[config.mk]
export PLATFORM = sky130hd
export DESIGN_NAME = dtcm_arbiter
export DESIGN_NICKNAME = d
export VERILOG_FILES = /design/src/rtl/dtcm_arb_pkg.sv /design/src/rtl/dtcm_arb_age_cnt.sv /design/src/rtl/dtcm_arbiter.sv
export SDC_FILE = /design/constraint.sdc
export NUM_CORES = 1
export LEC_CHECK = 0
export ABC_AREA = 0
export CORE_AREA = 3 3 134 136
export CTS_BUF_LIST = sky130_fd_sc_hd__clkbuf_4 sky130_fd_sc_hd__clkbuf_8
export DETAILED_ROUTE_END_ITERATION = 16
export DIE_AREA = 0 0 137 139
export DONT_BUFFER_PORTS = 1
export MAX_ROUTING_LAYER = met4
export PLACE_DENSITY = 0.3
export SYNTH_ARGS = -nofsm -noshare
export SYNTH_HDL_FRONTEND = slang
export SYNTH_SLANG_ARGS = --single-unit
export TNS_END_PERCENT = 20
[constraint.sdc]
create_clock -name clk -period 2.45 [get_ports clk]
set_input_delay 0.245 -clock clk [delete_from_list [all_inputs] [get_ports clk]]
set_output_delay 0.245 -clock clk [all_outputs]
set_load 0.02 [all_outputs]
[src/rtl/dtcm_arb_pkg.sv]
// Shared constants and types for the DTCM port arbiter.
// The source tag records which requester owns the read data returning next cycle.
package dtcm_arb_pkg;

  typedef enum logic [1:0] {
    SRC_NONE = 2'd0,
    SRC_DATA = 2'd1,
    SRC_DMA  = 2'd2,
    SRC_AXI  = 2'd3
  } src_e;

  localparam int         DEFAULT_STARVE_LIMIT = 8;
  localparam logic [3:0] FULL_STRB            = 4'hF;

endpackage

[src/rtl/dtcm_arb_age_cnt.sv]
// Saturating wait counter for one low-priority requester.
// promoted_o is asserted once the requester has been refused STARVE_LIMIT cycles in a row.
import dtcm_arb_pkg::*;

module dtcm_arb_age_cnt #(
  parameter int STARVE_LIMIT = DEFAULT_STARVE_LIMIT
) (
  input  logic clk,
  input  logic rst,
  input  logic req_i,
  input  logic grant_i,
  output logic promoted_o
);

  localparam logic [7:0] LIMIT = 8'(STARVE_LIMIT);

  logic [7:0] cnt_q, cnt_d;

  always_comb begin
    cnt_d = cnt_q;
    if (!req_i || grant_i) begin
      cnt_d = '0;
    end else if (cnt_q != LIMIT) begin
      cnt_d = cnt_q + 8'd1;
    end
  end

  always_ff @(posedge clk or posedge rst) begin
    if (rst) begin
      cnt_q <= '0;
    end else begin
      cnt_q <= cnt_d;
    end
  end

  assign promoted_o = (cnt_q == LIMIT);

endmodule

[src/rtl/dtcm_arbiter.sv]
// Three-way arbiter for the single DTCM SRAM port: core data, DMA and AXI bridge.
// Fixed priority data > DMA > AXI, with starving DMA/AXI promoted above data.
import dtcm_arb_pkg::*;

module dtcm_arbiter #(
  parameter int ADDR_WIDTH   = 32,
  parameter int DATA_WIDTH   = 32,
  parameter int STARVE_LIMIT = DEFAULT_STARVE_LIMIT
) (
  input  logic                    clk,
  input  logic                    rst,

  input  logic                    data_req,
  input  logic                    data_rd0_wr1,
  input  logic [DATA_WIDTH/8-1:0] data_byte_strobe,
  input  logic [ADDR_WIDTH-1:0]   data_addr,
  input  logic [DATA_WIDTH-1:0]   data_wdata,
  output logic                    data_ready,
  output logic                    data_rdata_valid,

  input  logic                    axi_req,
  input  logic                    axi_rd0_wr1,
  input  logic [DATA_WIDTH/8-1:0] axi_byte_strobe,
  input  logic [ADDR_WIDTH-1:0]   axi_addr,
  input  logic [DATA_WIDTH-1:0]   axi_wdata,
  output logic                    axi_ready,
  output logic                    axi_rdata_valid,

  input  logic                    dma_req,
  input  logic                    dma_rd0_wr1,
  input  logic [ADDR_WIDTH-1:0]   dma_addr,
  input  logic [DATA_WIDTH-1:0]   dma_wdata,
  output logic                    dma_ready,
  output logic                    dma_rdata_valid,

  output logic [DATA_WIDTH-1:0]   rdata,

  output logic                    mem_en,
  output logic                    mem_wen,
  output logic [ADDR_WIDTH-1:0]   mem_addr,
  output logic [DATA_WIDTH-1:0]   mem_wdata,
  output logic [DATA_WIDTH/8-1:0] mem_byte_strobe,
  input  logic [DATA_WIDTH-1:0]   mem_rdata
);

  localparam int STRB_W = DATA_WIDTH / 8;

  logic dma_prom, axi_prom;
  logic gnt_data, gnt_dma, gnt_axi;
  src_e src_d, src_q;

  dtcm_arb_age_cnt #(.STARVE_LIMIT(STARVE_LIMIT)) u_age_dma (
    .clk        (clk),
    .rst        (rst),
    .req_i      (dma_req),
    .grant_i    (gnt_dma),
    .promoted_o (dma_prom)
  );

  dtcm_arb_age_cnt #(.STARVE_LIMIT(STARVE_LIMIT)) u_age_axi (
    .clk        (clk),
    .rst        (rst),
    .req_i      (axi_req),
    .grant_i    (axi_req & gnt_axi),
    .promoted_o (axi_prom)
  );

  // A saturated count can outlive a withdrawn request by one cycle, so promotion is qualified by req.
  always_comb begin
    gnt_data = 1'b0;
    gnt_dma  = 1'b0;
    gnt_axi  = 1'b0;
    if (!rst) begin
      if (dma_req && dma_prom) begin
        gnt_dma = 1'b1;
      end else if (axi_req && axi_prom) begin
        gnt_axi = 1'b1;
      end else if (data_req) begin
        gnt_data = 1'b1;
      end else if (dma_req) begin
        gnt_dma = 1'b1;
      end else if (axi_req) begin
        gnt_axi = 1'b1;
      end
    end
  end

  assign data_ready = gnt_data;
  assign dma_ready  = gnt_dma;
  assign axi_ready  = gnt_axi;

  always_comb begin
    mem_en          = gnt_data | gnt_dma | gnt_axi;
    mem_wen         = 1'b0;
    mem_addr        = '0;
    mem_wdata       = '0;
    mem_byte_strobe = '0;
    src_d           = SRC_NONE;
    if (gnt_data) begin
      mem_wen         = data_rd0_wr1;
      mem_addr        = data_addr;
      mem_wdata       = data_wdata;
      mem_byte_strobe = data_byte_strobe;
      src_d           = data_rd0_wr1 ? SRC_NONE : SRC_DATA;
    end else if (gnt_dma) begin
      mem_wen         = dma_rd0_wr1;
      mem_addr        = dma_addr;
      mem_wdata       = dma_wdata;
      mem_byte_strobe = {(STRB_W/4){FULL_STRB}};
      src_d           = dma_rd0_wr1 ? SRC_NONE : SRC_DMA;
    end else if (gnt_axi) begin
      mem_wen         = axi_rd0_wr1;
      mem_addr        = axi_addr;
      mem_wdata       = axi_wdata;
      mem_byte_strobe = axi_byte_strobe;
      src_d           = axi_rd0_wr1 ? SRC_NONE : SRC_AXI;
    end
  end

  always_ff @(posedge clk or posedge rst) begin
    if (rst) begin
      src_q <= SRC_NONE;
    end else begin
      src_q <= src_d;
    end
  end

  assign data_rdata_valid = (src_q == SRC_DATA);
  assign dma_rdata_valid  = (src_q == SRC_DMA);
  assign axi_rdata_valid  = (src_q == SRC_AXI);
  assign rdata            = mem_rdata;

endmodule

======== Yosys cells after proc, flatten, opt, wreduce, memory -nomap -nowiden ========
Index checks and enable logic that the tools add are counted.
storage, ports and cells
  flip-flop bits (word level) ............. 18
  output and inout bits ................... 108
  logic and storage cells ................. 60
  input port bits ......................... 240
operators by class
  bitwise logic cells ..................... 3
  add/subtract/negate cells ............... 2
  reductions and logical operators ........ 8
  eq/ne operators ......................... 7
  muxes and demuxes ....................... 37
operator list
  kind                 number
  $mux 32              6
  $mux 8               4
  $mux 1               19
  $add 8x1->8 const B  2
  $eq 8x4->1 const B   2
  $ne 8x4->1 const B   2
  $mux 4               3
  $mux 2               5
  $eq 2x2->1 const B   2
  $reduce_bool 2->1    2
  $eq 2x1->1 const B   1
  $logic_and 1x1->1    2
  $logic_not 1->1      2
  $logic_or 1x1->1     2
  $or 1x1->1           2
  $and 1x1->1          1

======== Logic depth before layout (Yosys ltp) ========
  word-level depth ........................ 9
  gate-level depth with buffers ........... 9
  depth with buffers taken out ............ 7

======== Cells and area by module ========
Synthesis repeated with hierarchy kept, for this count alone.
unflattened totals
  cell total of the unflattened synthesis .. 488
  area, all modules ....................... 3,394.5 um^2
by module, submodules not included
  module                         cells each  instances  seq. area each (um^2)  area each (um^2)
  dtcm_arbiter                   395         1          50.0                   2,521.2
  dtcm_arb_age_cnt at u_age_dma  47          1          200.2                  440.4
  dtcm_arb_age_cnt at u_age_axi  46          1          200.2                  432.9

======== Worst setup path after synthesis ========
OpenSTA, ideal clock, no wires.
  path kind ............................... reg-to-output
  start point ............................. register u_age_dma.cnt_q[0]
  end point ............................... output port mem_addr[29]
  stages on the path, launching flop included .. 10
  path slack .............................. -282 ps
  data arrival time ....................... 2,487 ps
  path buffers ............................ 2
  data required time ...................... 2,205 ps
  path through ............................ dfrtp_1 inv_1 ha_1 or4b_4 or3_4 a32o_2 buf_6 buf_6 and2_1 a221o_1
on the way
  word-level cells in the longest chain between the ends .. 7
  elaborated cells between the ends (all ways) .. 11
  classes of those cells .................. eq/ne: 1; mux: 9; reduce/logical: 1
ends and longest elaborated chain
  what                      line                    source
  start: declaration        dtcm_arb_age_cnt.sv:17  logic [7:0] cnt_q, cnt_d;
  start signal: assignment  dtcm_arb_age_cnt.sv:32  cnt_q <= cnt_d;
  $eq 8x4->1                dtcm_arb_age_cnt.sv:36  assign promoted_o = (cnt_q == LIMIT);
  $logic_and 1x1->1         dtcm_arbiter.sv:74      if (dma_req && dma_prom) begin
  $mux 1                    dtcm_arbiter.sv:74
  $mux 1                    dtcm_arbiter.sv:73      if (!rst) begin
  net axi_ready             dtcm_arbiter.sv:26      output logic axi_ready,
  $mux 32                   dtcm_arbiter.sv:111     end else if (gnt_axi) begin
  $mux 32                   dtcm_arbiter.sv:105     end else if (gnt_dma) begin
  $mux 32                   dtcm_arbiter.sv:99      if (gnt_data) begin
  end: declaration          dtcm_arbiter.sv:40      output logic [ADDR_WIDTH-1:0] mem_addr,
The timed path passes the listed nets, and every way through them passes these cells.

======== Final worst setup path ========
  start point ............................. register u_age_dma.cnt_q[1]
  end point ............................... output port mem_addr[5]
on the way
  word-level cells in the longest chain between the ends .. 7
  elaborated cells between the ends (all ways) .. 11
  classes of those cells .................. eq/ne: 1; mux: 9; reduce/logical: 1
ends and longest elaborated chain
  what                 line
  $eq 8x4->1 *         dtcm_arb_age_cnt.sv:36
  $logic_and 1x1->1 *  dtcm_arbiter.sv:74
  $mux 1               dtcm_arbiter.sv:74
  $mux 1               dtcm_arbiter.sv:73
  $mux 32              dtcm_arbiter.sv:111
  $mux 32              dtcm_arbiter.sv:105
  $mux 32 *            dtcm_arbiter.sv:99
Mark *: on every way between the ends. The rest lies on a longest branch, timed or not.

==> flow_summary_export.csv <==
group,metric,value,unit
run_status,status,"finished, violations left",
run_status,violations,"setup timing",
setup_path,reg2reg_slack,-30,ps
pwr,p_per_area,320.6,nW/µm²
final_layout,fillers,1945,
floorplan,die_w,137,µm
yosys,synth-seq-cells,18,
yosys,yosys_warnings,0,
routing,wire_per_inst,18.46,µm
placement,io_buffer_count,0,
yosys,netlist_area,2559,µm²
sta,rsz0062_at_grt,"true",
placement,pre_cts_slack,-234.4,ps
sta,final_hold_viol_count,0,
setup_path,path_cells,"inv_1, ha_1, or4b_4, or3_4, a32o_2, buf_12, and2_1, a221o_1",
routing,drc_errors,0,
routing,routed_wl,9675,µm
sta,timing.fmax,341.9,MHz
cts,clock_path_buffers,2,
yosys,synth_edf_count,0,
final_layout,final_cell_mix,"64 x a221o_1, 50 x and2_1, 31 x buf_4, 22 x nor2_1, 18 x dfrtp_1",
final_layout,area_delta_synth_final,13.69,%
setup_path,critPathMaxFanout,38,
placement,dp_hpwl,7939,µm
cts,cts_tree,"yes",
floorplan,io-pin-count,348,
placement,place_congestion,0.7038,
setup_path,slowest_delay,450,ps
global_routing,grt_pass1_wl,13320,µm
global_routing,grt_pass1_vias,2430,
floorplan,coreArea,17060,µm²
routing,drtIter0Drc,189,
setup_path,setup.worst_path.class,"register to output port",
cts,clock_sinks,18,
yosys,synth_cells,312,
pwr,p_leak,1.156,nW
floorplan,rows,48,
sta,maxSlewHeadroom,0.7239,
yosys,synth.net_count,556,
pwr,peakVddDrop,151.0,µV
sta,post-route-period-util,1.194,
cts,cts_max_level,1,
min_path,hold_path.class,"primary input to register",
yosys,avgSynthCellArea,8.201,µm²
final_layout,drive_above_1_share,0.1953,
yosys,async_reset_ff_frac,1.000,
final_layout,layout_commonest_cell,"a221o_1",
sta,worst_pin_slew,413.2,ps
cts,root_buffer,"clkbuf_8",
setup_path,required,2200,ps
job,maxCapViolCount,0,
setup_path,crit_path_end_kind,"output port",
cts,cts_buffers,3,
setup_path,crit_buf_inv,2,
yosys,synth_top_area_share,0.2504,
setup_path,path_delay_family,"simple AND/OR/NAND/NOR gates",
routing,drt-pass1-iter-count,4,
routing,drtAntennaViolNets,0,
routing,drt-vias-per-instance,4.689,
yosys,ys_types,42,
yosys,synth_area_leaders,"a221o_1 25%, dfrtp_1 18%, buf_4 9.4%, and2_0 8.1%, and2_1 8.1%",
setup_path,startpoint_type,"register",
setup_path,critical-path-slowest-cell,"or4b_4",
yosys,synth_flop_cell,"dfrtp_1",
global_routing,globalRouteTotalUtil,0.09190,
global_routing,grt_antenna_before_repair,2,
yosys,synth_seq_area_share,0.1760,
sta,fin_crit,2925,ps
cts,clk_latency,260,ps
floorplan,die_area,19040,µm²
global_routing,grt.overflow.total,0,
sta,setup_violations,76,
global_routing,grt_max_degree,66,
sta,drv_slew,0,
pwr,totalPowerFinal,0.9327,mW
routing,routed-via-count,2457,
floorplan,die_y,139,µm
sta,skew,2.781,ps
cts,clkTransAtPathRegs,70,ps
final_layout,nNetsFinal,543,
sta,fin_ws,-474.8,ps
yosys,yosysTopAreaCell,"a221o_1",
floorplan,initial_core_util,0.1500,
setup_path,worst-endpoint-arrival,2680,ps
[where the power goes]
group / internal, mW / switching [mW] / leakage, nW
sequential: 0.306 / 0.00573 / 0.246
clock: 0.109 / 0.105 / 0.0216
combinational: 0.153 / 0.254 / 0.888
[timing repair]
action,CTS,global route
gates resized for setup,11,20
hold endpoints to repair,18,0
endpoints found under the setup margin,76,79
pin swaps,9,1
hold buffers,1,0
gates cloned,0,0
buffers inserted,0,0
[Yosys cell counts, types with 2 or more instances]
| library cell | instances |
|---|---|
| xnor2_1 | 8 |
| or3b_1 | 2 |
| a21oi_1 | 6 |
| nand2b_1 | 3 |
| buf_1 | 5 |
| and2_1 | 33 |
| nor2b_1 | 4 |
| a221o_1 | 64 |
| dfrtp_1 | 18 |
| inv_1 | 9 |
| buf_2 | 3 |
| o21ai_0 | 4 |
| nand4_1 | 2 |
| nand3_1 | 6 |
| ha_1 | 4 |
| xor2_1 | 6 |
| buf_4 | 32 |
| nor2_1 | 23 |
| a211o_1 | 2 |
| and2_0 | 33 |
| nor3_1 | 2 |
| nand2_1 | 10 |
| buf_6 | 6 |
| clkbuf_1 | 9 |
[final timing paths]
path                                     from            endpoint  cells after the start
min reg2reg                u_age_dma.cnt_q[7]  u_age_dma.cnt_q[7]                      2
min in group asynchronous                 rst            src_q[1]                      3
max                        u_age_dma.cnt_q[1]         mem_addr[5]                      8
max in group asynchronous                 rst  u_age_dma.cnt_q[5]                      3
min                              data_rd0_wr1            src_q[0]                      1
max reg2reg                u_age_dma.cnt_q[1]  u_age_axi.cnt_q[2]                      8
[state kept, by name, summed over array words and instances, names as in the netlist]
name	flops
u_age_dma.cnt_q	8
u_age_axi.cnt_q	8
src_q	2
[cell type report]
cell class,count,area [µm²],area share
multi-input cells,229,1750,0.6017
flip-flops and latches,18,450.4,0.1548
repair buffers,37,342.8,0.1178
well taps,225,281.5,0.09677
clock buffers,3,41.29,0.01419
inverters,10,37.54,0.01290
diodes,2,5.005,0.001720
[per-layer routing]
metal	track usage	vias to the layer above	routed length, µm
met3	0.01959	24	951
li1	-	1097	-
met5	-	-	0
met1	0.1063	1129	3707
met4	0.03729	0	349
met2	0.1534	207	4666
[cells by family (layout without fill, tap and decap cells)]
group / Yosys count / in the layout / share of synthesized area
buffers and inverters: 65 / 50 / 0.1614
XOR/XNOR: 14 / 14 / 0.04792
flip-flops: 18 / 18 / 0.1760
other: 0 / 2 / 0
adder cells (fa/ha/maj): 4 / 4 / 0.01956
AND/OR/NAND/NOR: 128 / 128 / 0.2949
AO/OA/AOI/OAI: 83 / 83 / 0.3002
[stage by stage]
stage | utilization | hold WS (ps) | instances | instance area (µm²) | setup TNS [ps]
4_1_cts | 0.1693 | 91.36 | 522 | 2888 | -32260
3_5_place_dp | 0.1645 | 223.3 | 518 | 2805 | -11910
3_3_place_gp | 0.1645 | 224.1 | 518 | 2805 | -10990
2_1_floorplan | - | 206.7 | 312 | 2562 | -12410
5_1_grt | 0.1706 | 90.07 | 524 | 2909 | -39960
6_report | 0.1706 | 90.17 | 524 | 2909 | -30490
(Power assumes the default switching activity.)
